### src/rtl/mef_dispensador_rolhas.sv
// rtl/mef_dispensador_rolhas.sv - cork magazine dispenser FSM with refill and low-stock flags
module mef_dispensador_rolhas #(
  parameter int CAP  = 20,
  parameter int LOW  = 5,
  parameter int LOTE = 15
) (
  input  logic       clk,
  input  logic       reset,
  input  logic       done,
  input  logic       repor,
  output logic       rolha,
  output logic [4:0] count,
  output logic       baixo,
  output logic       vazio,
  output logic       carregando,
  output logic       erro
);

  localparam logic [1:0] OPER  = 2'b00;
  localparam logic [1:0] REPOR = 2'b01;
  localparam logic [1:0] VAZIO = 2'b10;

  localparam logic [4:0] CAP_C  = 5'(CAP);
  localparam logic [4:0] LOW_C  = 5'(LOW);
  localparam logic [4:0] LOTE_C = 5'(LOTE);

  logic [1:0] state_q, state_d;
  logic [4:0] count_q, count_d;
  logic [4:0] added_q, added_d;
  logic       erro_q, erro_d;
  logic       dec, inc;

  // Next-state, magazine count and refill progress
  always_comb begin
    dec     = done && (count_q != 5'd0);
    inc     = (state_q == REPOR) && (count_q < CAP_C);
    state_d = state_q;
    added_d = added_q;
    erro_d  = done && (count_q == 5'd0);

    // Simultaneous load and consume cancel out in the count
    count_d = count_q;
    if (inc && !dec) begin
      count_d = count_q + 5'd1;
    end else if (dec && !inc) begin
      count_d = count_q - 5'd1;
    end

    // A consumed cork during refill still counts as a loaded one
    if (inc) begin
      added_d = added_q + 5'd1;
    end

    case (state_q)
      OPER: begin
        // Refill wins over emptying when both happen together
        if (repor && (count_q < CAP_C)) begin
          state_d = REPOR;
          added_d = 5'd0;
        end else if ((count_q == 5'd1) && dec) begin
          state_d = VAZIO;
        end
      end
      REPOR: begin
        if ((count_q == CAP_C) || (count_d == CAP_C) || (added_d == LOTE_C)) begin
          state_d = OPER;
        end
      end
      VAZIO: begin
        if (repor) begin
          state_d = REPOR;
          added_d = 5'd0;
        end
      end
      default: begin
        state_d = VAZIO;
        count_d = 5'd0;
        added_d = 5'd0;
      end
    endcase
  end

  // State registers with synchronous reset discarding any partial load
  always_ff @(posedge clk) begin
    if (reset) begin
      state_q <= VAZIO;
      count_q <= 5'd0;
      added_q <= 5'd0;
      erro_q  <= 1'b0;
    end else begin
      state_q <= state_d;
      count_q <= count_d;
      added_q <= added_d;
      erro_q  <= erro_d;
    end
  end

  // Outputs decoded purely from registered state and count
  always_comb begin
    count      = count_q;
    rolha      = (count_q != 5'd0);
    baixo      = (count_q != 5'd0) && (count_q <= LOW_C);
    vazio      = (state_q == VAZIO);
    carregando = (state_q == REPOR);
    erro       = erro_q;
  end

endmodule

### config.mk
export PLATFORM = sky130hd
export DESIGN_NAME = mef_dispensador_rolhas
export DESIGN_NICKNAME = d
export VERILOG_FILES = /design/src/rtl/mef_dispensador_rolhas.sv
export SDC_FILE = /design/constraint.sdc
export NUM_CORES = 1
export LEC_CHECK = 0
export CAP_MARGIN = 5
export CORE_MARGIN = 2
export CORE_UTILIZATION = 46
export DETAILED_ROUTE_END_ITERATION = 12
export GPL_ROUTABILITY_DRIVEN = 0
export PLACE_DENSITY = 0.78
export SKIP_LAST_GASP = 1
export SYNTH_ARGS = -nofsm -noshare
export SYNTH_HDL_FRONTEND = slang
export SYNTH_SLANG_ARGS = --single-unit
### constraint.sdc
create_clock -name clk -period 2.1 [get_ports clk]
set_clock_uncertainty 0.15 [all_clocks]
set_input_delay 0.63 -clock clk [delete_from_list [all_inputs] [get_ports clk]]
set_output_delay 0.63 -clock clk [all_outputs]
set_load 0.02 [all_outputs]
# Yosys cells after proc, flatten, opt, wreduce, memory -nomap -nowiden
# Index checks and enable logic that the tools add are counted.
[word_totals]
reg_bits = 13
input_bits = 4
out_inout_bits = 10
word_cells = 48
[op_classes]
n_addsub = 3
n_lt_le_gt_ge = 2
eq_ne = 9
n_mux = 11
n_bitwise = 1
n_reduce_logical = 18
[op_table]
columns = ["operator", "count"]
rows = [
  ["5-bit two-way mux", 5],
  ["5-bit case mux with 3 select lines", 1],
  ["5-bit by 1-bit adder with 5-bit output (second input constant)", 2],
  ["5-bit == test (second input constant)", 2],
  ["1-bit logical AND", 8],
  ["2-bit two-way mux", 4],
  ["2-bit case mux with 3 select lines", 1],
  ["5-bit by 1-bit == test with 1-bit output (second input constant)", 1],
  ["5-bit by 4-bit == test with 1-bit output (second input constant)", 1],
  ["5-bit by 3-bit less-or-equal comparator with 1-bit output (second input constant)", 1],
  ["5-bit logical NOT", 1],
  ["5-bit less-than comparator (second input constant)", 1],
  ["5-bit nonzero test", 1],
  ["5-bit by 1-bit subtractor with 5-bit output (second input constant)", 1],
  ["3-bit != test (second input constant)", 1],
  ["3-bit AND reduction", 1],
  ["3-bit OR reduction", 1],
  ["2-bit by 1-bit == test with 1-bit output (second input constant)", 1],
  ["2-bit == test (second input constant)", 1],
  ["1-bit logical NOT", 2],
  ["2-bit logical NOT", 1],
  ["1-bit logical OR", 2],
  ["2-bit by 1-bit != test with 1-bit output (second input constant)", 1],
  ["2-bit != test (second input constant)", 1],
  ["2 further kinds", 2],
]

# Depth between registers and ports, before layout
# Gate-level depths: netlist of run 1.
[depth]
depth_word = 11
ltp_mapped = 8
ltp_nobuf = 7

# Worst setup path before layout of run 1
# No wires, ideal clock.
[synth_path]
path_kind = "reg2reg"
from = "register count_q[0], in the netlist count[0]"
to = "register state_q[0]"
setup_time_ps = 136
t_arrival_ps = 2070
t_required_ps = 1814
slack_ps = -255
stages_incl_launch_ff = 9
path_buffers = 1
period_less_slack_ps = 2355
cell_sequence = "dfxtp_1 -> inv_1 -> ha_1 -> or4b_4 -> buf_6 -> a211o_4 -> mux2i_1 -> a32o_1 -> a41oi_2"
[synth_between]
elab_cells_between_ends = 26
classes_between = "add/sub (2); order compare (1); eq/ne (6); mux (5); reduce/logical (12)"
[synth_lines]
columns = ["item", "line", "text"]
rows = [
  ["start, declared", "28", "logic [4:0] count_q, count_d;"],
  ["start signal, assigned", "92", "count_q <= count_d;"],
  ["5-bit nonzero test *", "-", ""],
  ["via rolha", "11", "output logic rolha,"],
  ["1-bit logical AND *", "35", "dec = done && (count_q != 5'd0);"],
  ["1-bit logical AND / 1-bit logical NOT (equally long branches)", "45, 43", ""],
  ["5-bit two-way mux / 1-bit logical AND (equally long branches)", "45, 43", ""],
  ["5-bit two-way mux", "43", "if (inc && !dec) begin"],
  ["5-bit == test", "65", "if ((count_q == CAP_C) || (count_d == CAP_C) || (added_d == LOTE_C)) begin"],
  ["1-bit logical OR (2 in a row)", "65", ""],
  ["2-bit by 1-bit != test with 1-bit output (no line)", "-", ""],
  ["3-bit AND reduction (no line) *", "-", ""],
  ["end signal, assigned", "91", "state_q <= state_d;"],
  ["end, declared", "27", "logic [1:0] state_q, state_d;"],
]
# The timed path passes the listed nets; every way through them passes the cells marked *.
# A chain may end at the register's enable or synchronous reset.

# Worst setup path in the final report of run 1
[layout_path]
from = "register count_q[1], in the netlist count[1]"
to = "output port rolha"
[layout_between]
elab_chain_cells = 1
[layout_rtl]
columns = ["item", "line", "text"]
rows = [
  ["5-bit nonzero test", "101", "rolha = (count_q != 5'd0);"],
  ["end, declared", "11", ""],
]
# Every way passes these cells.

==> flow_summary_export.csv, run 1 <==
group,metric,value,unit
place,port_buffers,13,
global_routing,grtUsageTotal,23.2,%
worst_setup_path,worst_ep_required_time,1.32,ns
place,post-place-ws,-0.265,ns
floorplan,die_x,47.7,microns
floorplan,start_util,49.8,%
hold_path,min_to,"added_q[1]",
clock_tree,clkSinkCount,13,
sta,min_period_over_period,107,%
worst_setup_path,critPathSlowestCell,"or4b_4",
worst_setup_path,crit_type,"register to output pin",
floorplan,num_rows,15,
floorplan,die_h,47.7,microns
sta,worst_slew_pin_slew,0.304,ns
sta,setup_violations,5,
floorplan,ioPinCount,14,
worst_setup_path,cp-start-kind,"register",
clock_tree,holdBufCountCts,0,
sta,hold_viol,0,
sta,fin_ws,-0.149,ns
clock_tree,clk_path_buf_depth,2,
worst_setup_path,crit_buf_inv,2,
final_layout,fin_util,73.1,%
worst_setup_path,slowest_delay,0.47,ns
logic_synthesis,syn_nets,116,
global_routing,overflow,0,
place,placed_cell_area,1210,sq um
worst_setup_path,cp-end-kind,"output pin",
worst_setup_path,r2r_start,"count[1]",
run_status,status,"finished, violations left",
global_routing,grt_max_degree,11,
hold_path,min_path_cells,2,
power_and_ir_drop,power_leakage,0.534,nW
final_layout,syn2layout_area_growth,46.9,%
clock_tree,h-tree-depth,1,
global_routing,grt_pass1_vias,856,
clock_tree,clockRootBuffer,"clkbuf_4",
sta,finalCriticalPeriod,2.25,ns
global_routing,grt_pass1_wl,3650,microns
logic_synthesis,syn_area,878,sq um
place,dpl.hpwl,1650,microns
sta,fin_setup_tns,-0.340,ns
flow_run,max_cap_violations,0,
global_routing,antenna_found_initial,0,
worst_setup_path,crit_family,"simple AND/OR/NAND/NOR gates",
floorplan,dieArea,2270,sq um
routing,viasPerCell,5.30,
run_status,violations,"setup timing",
worst_setup_path,r2r_cells,8,
power_and_ir_drop,ir_worst_vdd,1.10,mV
power_and_ir_drop,power_density,1420,nW/um^2
clock_tree,clkSlewWorstSetupHoldPaths,0.08,ns
worst_setup_path,r2r_slack,-0.07,ns
logic_synthesis,synth_cells,107,
routing,antenna_left,0,
logic_synthesis,synth-warning-count,0,
logic_synthesis,syn_area_per_cell,8.21,sq um
routing,drt_iter0_drc,31,
routing,drc,0,
final_layout,drive_above_1_share,33.6,%
logic_synthesis,synth.distinct_cells,37,
worst_setup_path,path_cells,"inv_4, ha_4, or4b_4, buf_6",
routing,first_pass_iters,4,
sta,fmax,0.445,GHz
logic_synthesis,yosysSeqAreaShare,29.6,%
final_layout,fillers,152,
sta,slew_viol_final,0,
final_layout,final_nets,153,
clock_tree,cts_tree,"built",
routing,wl,2310,microns
logic_synthesis,synth_top_area_share,29.6,%
final_layout,insertedDiodeCount,0,
worst_setup_path,r2r_end,"state_q[0]",
hold_path,hold_path.class,"register to register",
routing,vias,891,
logic_synthesis,synth_seq_cells,13,
final_layout,final_area,1290,sq um
clock_tree,clock_latency,0.29,ns
hold_path,hp-start,"added_q[1]",
floorplan,core,1760,sq um
sta,slew-limit-headroom,79.5,%
logic_synthesis,synth.largest_area_cell,"dfxtp_1",
logic_synthesis,yosys-top-cells-area,"dfxtp_1 30%, ha_1 7.1%, nor2_1 6.4%, xnor2_1 4.0%, nand2_1 3.8%",
clock_tree,cts_buffers,3,
sta,rsz0062_at_grt,"true",
routing,routedWlPerCell,13.7,microns
worst_setup_path,cp_max_fo,3,
worst_setup_path,arrival,1.47,ns
## kinds of logic (layout without fill, tap and decap cells)
kind of cell / Yosys count / in the layout / share of synthesized area, %
simple gates: 51 / 51 / 30.6
compound gates: 22 / 22 / 19.4
flops: 13 / 13 / 29.6
buf+inv: 8 / 44 / 5.13
xor+xnor: 7 / 7 / 6.98
fa+ha+maj: 5 / 5 / 7.12
mux: 1 / 1 / 1.14
## repair_timing
item,CTS,global route
buffers inserted,1,0
pin swaps,2,10
setup endpoints to repair,14,7
resized for setup,23,11
## cell usage after synthesis
library cell	count
a211o_4	1
a21o_1	1
a21oi_1	4
a311oi_1	1
a31oi_1	2
a32o_1	1
a41oi_1	1
a41oi_2	1
and2_2	1
and3_1	1
buf_6	2
clkbuf_1	2
dfxtp_1	13
ha_1	5
inv_1	4
mux2i_1	1
nand2_1	9
nand2b_1	4
nand3_1	4
nand4_1	2
nand4b_1	2
nor2_1	15
nor2b_1	5
nor3_1	3
nor3b_1	2
nor4_1	1
nor4b_1	1
o211ai_1	1
o21a_1	2
o21ai_0	3
o21bai_1	1
o22a_1	1
o22ai_1	1
o41ai_1	1
or4b_4	1
xnor2_1	4
xor2_1	3
## worst register-to-register path, delay by kind of cell, from the launching register on
kind / cells / cell delay [ns]
adders and majority gates: 1 / 0.13
DFF: 1 / 0.36
AOI/OAI and AO/OA: 2 / 0.35
and+or+nand+nor: 2 / 0.64
xor gates and xnor gates: 1 / 0.21
buffers and inverters: 2 / 0.22
## registers in the layout (all words and copies together), names as in the netlist
signal and cells:
added_q 5, count 5, erro 1, state_q 2
## where the power goes
part / switching (mW) / internal [mW]
Combinational: 0.654 / 0.667
Clock: 0.0908 / 0.0741
Sequential: 0.0435 / 0.305
Total: 0.789 / 1.05
## worst max path at each step
stage / endpoint / slack [ns] / cells after the start / startpoint
global route: rolha / -0.19 / 4 / count[1]
global placement: baixo / -0.22 / 6 / count[0]
CTS: baixo / -0.16 / 6 / count[0]
detailed placement: baixo / -0.26 / 6 / count[0]
floorplan: state_q[0] / -0.1 / 8 / count[0]
finish: rolha / -0.15 / 4 / count[1]
## metrics by stage
| stage | hold slack [ns] | power, mW | instances |
|---|---|---|---|
| after global routing | 0.395 | 1.96 | 168 |
| after detailed placement | 0.326 | 1.56 | 164 |
| after CTS | 0.339 | 1.75 | 169 |
| after global placement | 0.316 | 1.52 | 164 |
| final | 0.339 | 1.83 | 168 |
| after floorplan | 0.303 | 1.08 | 107 |
## cell type report
class,instances,area [sq um],area share (%)
inverters,4,20.0,1.55
well taps,25,31.3,2.42
repair buffers,36,298,23.1
multi-input cells,86,647,50.1
clock buffers,4,26.3,2.04
flip-flops and latches,13,268,20.8
## metal layers
metal / track usage (%) / wire (microns) / vias up
met5: 0 / 0 / -
met4: 9.73 / 35 / 0
met3: 4.53 / 66 / 2
met2: 38.4 / 1180 / 18
met1: 29.4 / 1030 / 415
li1: - / - / 456
## placed cells by master, fill, tap and decap left out, types with 2 or more instances in the layout
master and n:
nor2b_1 5, dfxtp_1 11, dlygate4sd2_1 7, xnor2_1 3
nand4b_1 2, o21ai_0 3, nand2b_1 4, o21a_1 2
nor3b_1 2, clkbuf_4 3, a21oi_1 2, nand3_1 4
inv_4 2, nand2_1 7, dfxtp_4 2, nor2_1 14
buf_6 3, clkdlybuf4s50_1 4, xor2_1 3, ha_1 4
buf_4 21, nor3_1 2, nand4_1 2, inv_1 2
(Power assumes the default switching activity.)
==> run 2: changes to the inputs <==
--- a/config.mk
+++ b/config.mk
@@ -11,6 +11,7 @@
 export DETAILED_ROUTE_END_ITERATION = 12
 export GPL_ROUTABILITY_DRIVEN = 0
 export PLACE_DENSITY = 0.78
+export SETUP_SLACK_MARGIN = 0.02
 export SKIP_LAST_GASP = 1
 export SYNTH_ARGS = -nofsm -noshare
 export SYNTH_HDL_FRONTEND = slang
==> constraint.sdc (replaced) <==
create_clock -name clk -period 1.97 [get_ports clk]
set_clock_uncertainty 0.15 [all_clocks]
set_input_delay 0.591 -clock clk [delete_from_list [all_inputs] [get_ports clk]]
set_output_delay 0.591 -clock clk [all_outputs]
set_load 0.02 [all_outputs]
==> run 2 against run 1 <==
Effect of this change:
- the flow still finishes with violations (setup timing)
- global-route usage grew 0.19 points
- via count grew 6.2%
- clock power grew 8%
- die area is the same
- clock-buffer cell count is the same
- first-iteration DRC count shrank 42%
- power grew 9.8%
- final cell count grew 3.0%
- worst hold slack lost 0.0032 ns
- largest power group unchanged
- highest routed layer unchanged
==> flow_summary_export.csv, run 2 (synthesis results as in run 1) <==
group,metric,value,unit
run_status,status,"finished, violations left",
run_status,violations,"setup timing",
routing,antenna_left,0,
final_layout,layout_commonest_cell,"buf_4",
clock_tree,cts_buffers,3,
worst_setup_path,crit_type,"register to output pin",
power_and_ir_drop,switchingPower,0.890,mW
sta,slew_viol_final,0,
flow_run,max_cap_violations,0,
worst_setup_path,cp-start-kind,"register",
final_layout,drive_above_1_share,35.8,%
hold_path,min_path_cells,2,
worst_setup_path,r2r_slack,-0.19,ns
clock_tree,clkSinkCount,13,
routing,routedWlPerCell,15.3,microns
clock_tree,holdBufCountCts,0,
sta,finalCriticalPeriod,2.24,ns
worst_setup_path,slowest_delay,0.38,ns
power_and_ir_drop,p_int,1.12,mW
final_layout,final_cell_mix,"29 x buf_4, 14 x nor2_1, 11 x dfxtp_1",
global_routing,antenna_found_initial,0,
global_routing,grt_pass1_vias,865,
routing,drt_iter0_drc,18,
power_and_ir_drop,pwr-share-seq,18.7,%
worst_setup_path,cp_max_fo,3,
worst_setup_path,crit_family,"flip-flops",
worst_setup_path,r2r_cells,8,
routing,wl,2650,microns
global_routing,grtUsageTotal,23.4,%
floorplan,core,1760,sq um
final_layout,final_nets,158,
clock_tree,clock_latency,0.29,ns
routing,drc,0,
sta,min_period_over_period,114,%
floorplan,dieArea,2270,sq um
routing,first_pass_iters,4,
sta,rsz0062_at_grt,"true",
floorplan,ioPinCount,14,
hold_path,hold_path.class,"register to register",
worst_setup_path,arrival,1.50,ns
clock_tree,cts_tree,"built",
worst_setup_path,cp-end-kind,"output pin",
power_and_ir_drop,p_sw_share,44.2,%
worst_setup_path,crit_buf_inv,2,
floorplan,num_rows,15,
sta,worst_slew_pin_slew,0.381,ns
final_layout,fin_util,75.4,%
power_and_ir_drop,clkPwrFrac,8.9,%
worst_setup_path,cp.depth,6,
place,dpl.hpwl,1690,microns
final_layout,insertedDiodeCount,0,
power_and_ir_drop,pwr-share-comb,72.4,%
clock_tree,clockRootBuffer,"clkbuf_4",
routing,viasPerCell,5.47,
sta,hold_viol,0,
global_routing,grt_pass1_wl,3590,microns
worst_setup_path,critPathSlowestCell,"dfxtp_4",
global_routing,overflow,0,
clock_tree,clkSlewWorstSetupHoldPaths,0.08,ns
power_and_ir_drop,power_density,1510,nW/um^2
sta,fin_setup_tns,-1.23,ns
power_and_ir_drop,power_leakage,0.569,nW
worst_setup_path,worst_ep_required_time,1.23,ns
floorplan,die_h,47.7,microns
floorplan,die_x,47.7,microns
place,port_buffers,13,
floorplan,start_util,49.8,%
sta,whs,0.336,ns
final_layout,syn2layout_area_growth,51.4,%
sta,fin_ws,-0.268,ns
routing,vias,946,
power_and_ir_drop,ir_worst_vdd,1.39,mV
worst_setup_path,path_cells,"inv_4, ha_1, o21ai_2, o21a_1, nor3_2, buf_4",
sta,setup_violations,7,
global_routing,grt_max_degree,11,
clock_tree,h-tree-depth,1,
clock_tree,clk_path_buf_depth,2,
sta,slew-limit-headroom,74.4,%
sta,fmax,0.447,GHz
-- run 2: what timing repair did --
item,in CTS,in global routing
gates cloned,0,0
gates resized for setup,24,9
buffers inserted,4,1
endpoints found under the setup margin,14,11
pin swaps,5,2
-- run 2: final cells by class --
class                      instances  area [sq um]
fill                             135           434
sequential                        13           268
multi-input combinational         86           656
timing repair buffer              41           329
tap                               25          31.3
inverter                           4          20.0
clock buffer                       4          26.3
-- run 2: path summary, 6_finish.rpt --
kind / from / to
min reg2reg: added_q[1] / added_q[1]
max reg2reg: count[0] / state_q[0]
max: count[1] / baixo
min: added_q[1] / added_q[1]
-- run 2: stage by stage --
step	power (mW)	instances	setup slack [ns]	cell area, sq um
2_1_floorplan	1.17	107	-0.171	911
3_3_place_gp	1.61	164	-0.302	1210
3_5_place_dp	1.65	164	-0.342	1210
4_1_cts	1.89	172	-0.212	1290
5_1_grt	2.12	173	-0.320	1330
6_report	2.01	173	-0.268	1330
-- run 2: power groups by stage --
stage	combinational, mW	sequential, mW	clock [mW]
floorplan	0.714	0.455	0
detailed placement	1.26	0.382	0
CTS	1.34	0.371	0.172
finish	1.46	0.377	0.178
global placement	1.23	0.378	0
global route	1.55	0.385	0.186
-- run 2: routing by layer --
layer  wire [microns]  track usage [%]  vias to the layer above
met4               99             15.7                        0
met2             1340             40.0                       36
met1             1100             25.9                      435
li1                 -                -                      465
met5                0                0                        -
met3              118             4.91                       10
-- run 2: worst reg2reg max path: stages, from the launching register on --
cell     delay (ns)
dfxtp_4        0.37
inv_4          0.06
ha_4           0.13
or4b_4         0.46
buf_4          0.18
and2_4         0.17
o22a_1         0.20
xnor2_2        0.20
a41oi_2        0.13
==> run 3: changes to the inputs <==
--- a/config.mk
+++ b/config.mk
@@ -7,10 +7,10 @@
 export LEC_CHECK = 0
 export CAP_MARGIN = 5
 export CORE_MARGIN = 2
-export CORE_UTILIZATION = 46
+export CORE_UTILIZATION = 50
 export DETAILED_ROUTE_END_ITERATION = 12
 export GPL_ROUTABILITY_DRIVEN = 0
-export PLACE_DENSITY = 0.78
+export PLACE_DENSITY = 0.8
 export SETUP_SLACK_MARGIN = 0.02
 export SKIP_LAST_GASP = 1
 export SYNTH_ARGS = -nofsm -noshare
==> constraint.sdc (replaced) <==
create_clock -name clk -period 2.1 [get_ports clk]
set_clock_uncertainty 0.15 [all_clocks]
set_input_delay 0.63 -clock clk [delete_from_list [all_inputs] [get_ports clk]]
set_output_delay 0.63 -clock clk [all_outputs]
set_load 0.02 [all_outputs]
==> run 3 against run 2 <==
Effect of this change:
- the flow still finishes with violations (setup timing)
- flip-flop and latch count is the same
- worst setup slack better by 0.13 ns
- routed wire length is 23% higher
- register-to-register slack gained 0.11 ns
- utilization grew 6.9 points
- worst hold slack better by 0.0073 ns
- sequential share of layout area fell by 0.87 points
- critical path depth shrank 2
- largest power group unchanged
==> flow_summary_export.csv, run 3 (synthesis results as in run 1) <==
group,metric,value,unit
run_status,status,"finished, violations left",
run_status,violations,"setup timing",
final_layout,layout_commonest_cell,"buf_4",
global_routing,grt_pass1_vias,986,
sta,setup_violations,5,
final_layout,insertedDiodeCount,0,
flow_run,max_cap_violations,0,
sta,fmax,0.446,GHz
clock_tree,clockRootBuffer,"clkbuf_4",
final_layout,fin_cells,168,
clock_tree,h-tree-depth,1,
floorplan,start_util,52.0,%
final_layout,fillers,111,
sta,slew-limit-headroom,71.5,%
global_routing,grtUsageTotal,28.5,%
floorplan,ioPinCount,14,
clock_tree,clock_latency,0.29,ns
sta,worst_slew_pin_slew,0.424,ns
power_and_ir_drop,power_density,1520,nW/um^2
sta,whs,0.343,ns
floorplan,core,1690,sq um
clock_tree,holdBufCountCts,0,
worst_setup_path,crit_type,"register to output pin",
final_layout,regArea,268,sq um
routing,routedWlPerCell,19.5,microns
place,dp.cells,156,
global_routing,overflow,0,
final_layout,final_cell_mix,"30 x buf_4, 14 x nor2_1, 11 x dfxtp_1",
sta,fin_ws,-0.141,ns
hold_path,hold_path.class,"register to register",
clock_tree,clkSinkCount,13,
sta,finalCriticalPeriod,2.24,ns
worst_setup_path,arrival,1.46,ns
power_and_ir_drop,ir_worst_vdd,1.04,mV
clock_tree,clkSlewWorstSetupHoldPaths,0.07,ns
floorplan,num_rows,15,
routing,drc,0,
routing,wl,3270,microns
place,port_buffers,13,
sta,hold_viol,0,
worst_setup_path,cp-start-kind,"register",
hold_path,min_path_cells,2,
floorplan,dieArea,2110,sq um
clock_tree,cts_tree,"built",
worst_setup_path,cp-end-kind,"output pin",
routing,first_pass_iters,4,
global_routing,grt_pass1_wl,4250,microns
global_routing,antenna_found_initial,0,
place,dpl.hpwl,1760,microns
worst_setup_path,r2r_cells,8,
place,post-place-ws,-0.217,ns
worst_setup_path,worst_ep_required_time,1.32,ns
sta,min_period_over_period,107,%
routing,drt_iter0_drc,30,
global_routing,grt_max_degree,11,
sta,rsz0062_at_grt,"true",
routing,viasPerCell,6.27,
routing,vias,1054,
routing,antenna_left,0,
final_layout,syn2layout_area_growth,58.3,%
final_layout,drive_above_1_share,39.7,%
clock_tree,clk_path_buf_depth,2,
power_and_ir_drop,power_leakage,0.589,nW
final_layout,final_nets,161,
final_layout,multiInputGateArea,692,sq um
clock_tree,cts_buffers,3,
sta,slew_viol_final,0,
worst_setup_path,cp_max_fo,4,
floorplan,die_h,45.9,microns
floorplan,die_x,45.9,microns
[run 3: layer usage]
layer	vias to the layer above	track usage (%)	wire length (microns)
met5	-	0	0
met1	498	31.6	1290
met4	0	16.0	148
li1	480	-	-
met3	20	5.16	185
met2	56	50.0	1640
[run 3: worst paths after layout]
kind,from,endpoint,slack (ns)
hold / removal,added_q[1],added_q[1],0.34
setup reg to reg,count[0],state_q[0],-0.08
setup / recovery,count[0],rolha,-0.14
hold reg to reg,added_q[1],added_q[1],0.34
[run 3: cell type report]
type                    instances  area share [%]
inverters                       4            1.44
clock buffers                   4            1.89
multi-input cells              86            49.8
repair buffers                 44            26.1
well taps                      17            1.53
flip-flops and latches         13            19.3
[run 3: stage by stage]
step / util, % / total power [mW] / setup TNS [ns] / cell area (sq um)
floorplan: - / 1.09 / -0.0816 / 908
global placement: 71.2 / 1.52 / -0.662 / 1200
detailed placement: 71.2 / 1.56 / -1.14 / 1200
CTS: 76.9 / 1.85 / -0.333 / 1300
global route: 82.3 / 2.20 / -0.737 / 1390
finish: 82.3 / 2.12 / -0.436 / 1390
[run 3: critical path, cell delays in order, from the launching register on]
cell,delay (ns)
dfxtp_4,0.37
inv_4,0.06
ha_4,0.12
or4b_4,0.47
buf_6,0.15
[run 3: power by group]
part	internal, mW	switching, mW	total, mW
sequential	0.305	0.0566	0.361
clock	0.0739	0.0874	0.161
combinational	0.796	0.801	1.60
[run 3: timing repair]
item | 4_1_cts | 5_1_grt
buffers inserted | 7 | 1
endpoints found under the hold margin | 0 | 0
gates resized for setup | 26 | 16
setup endpoints to repair | 15 | 9
pin swaps | 8 | 5
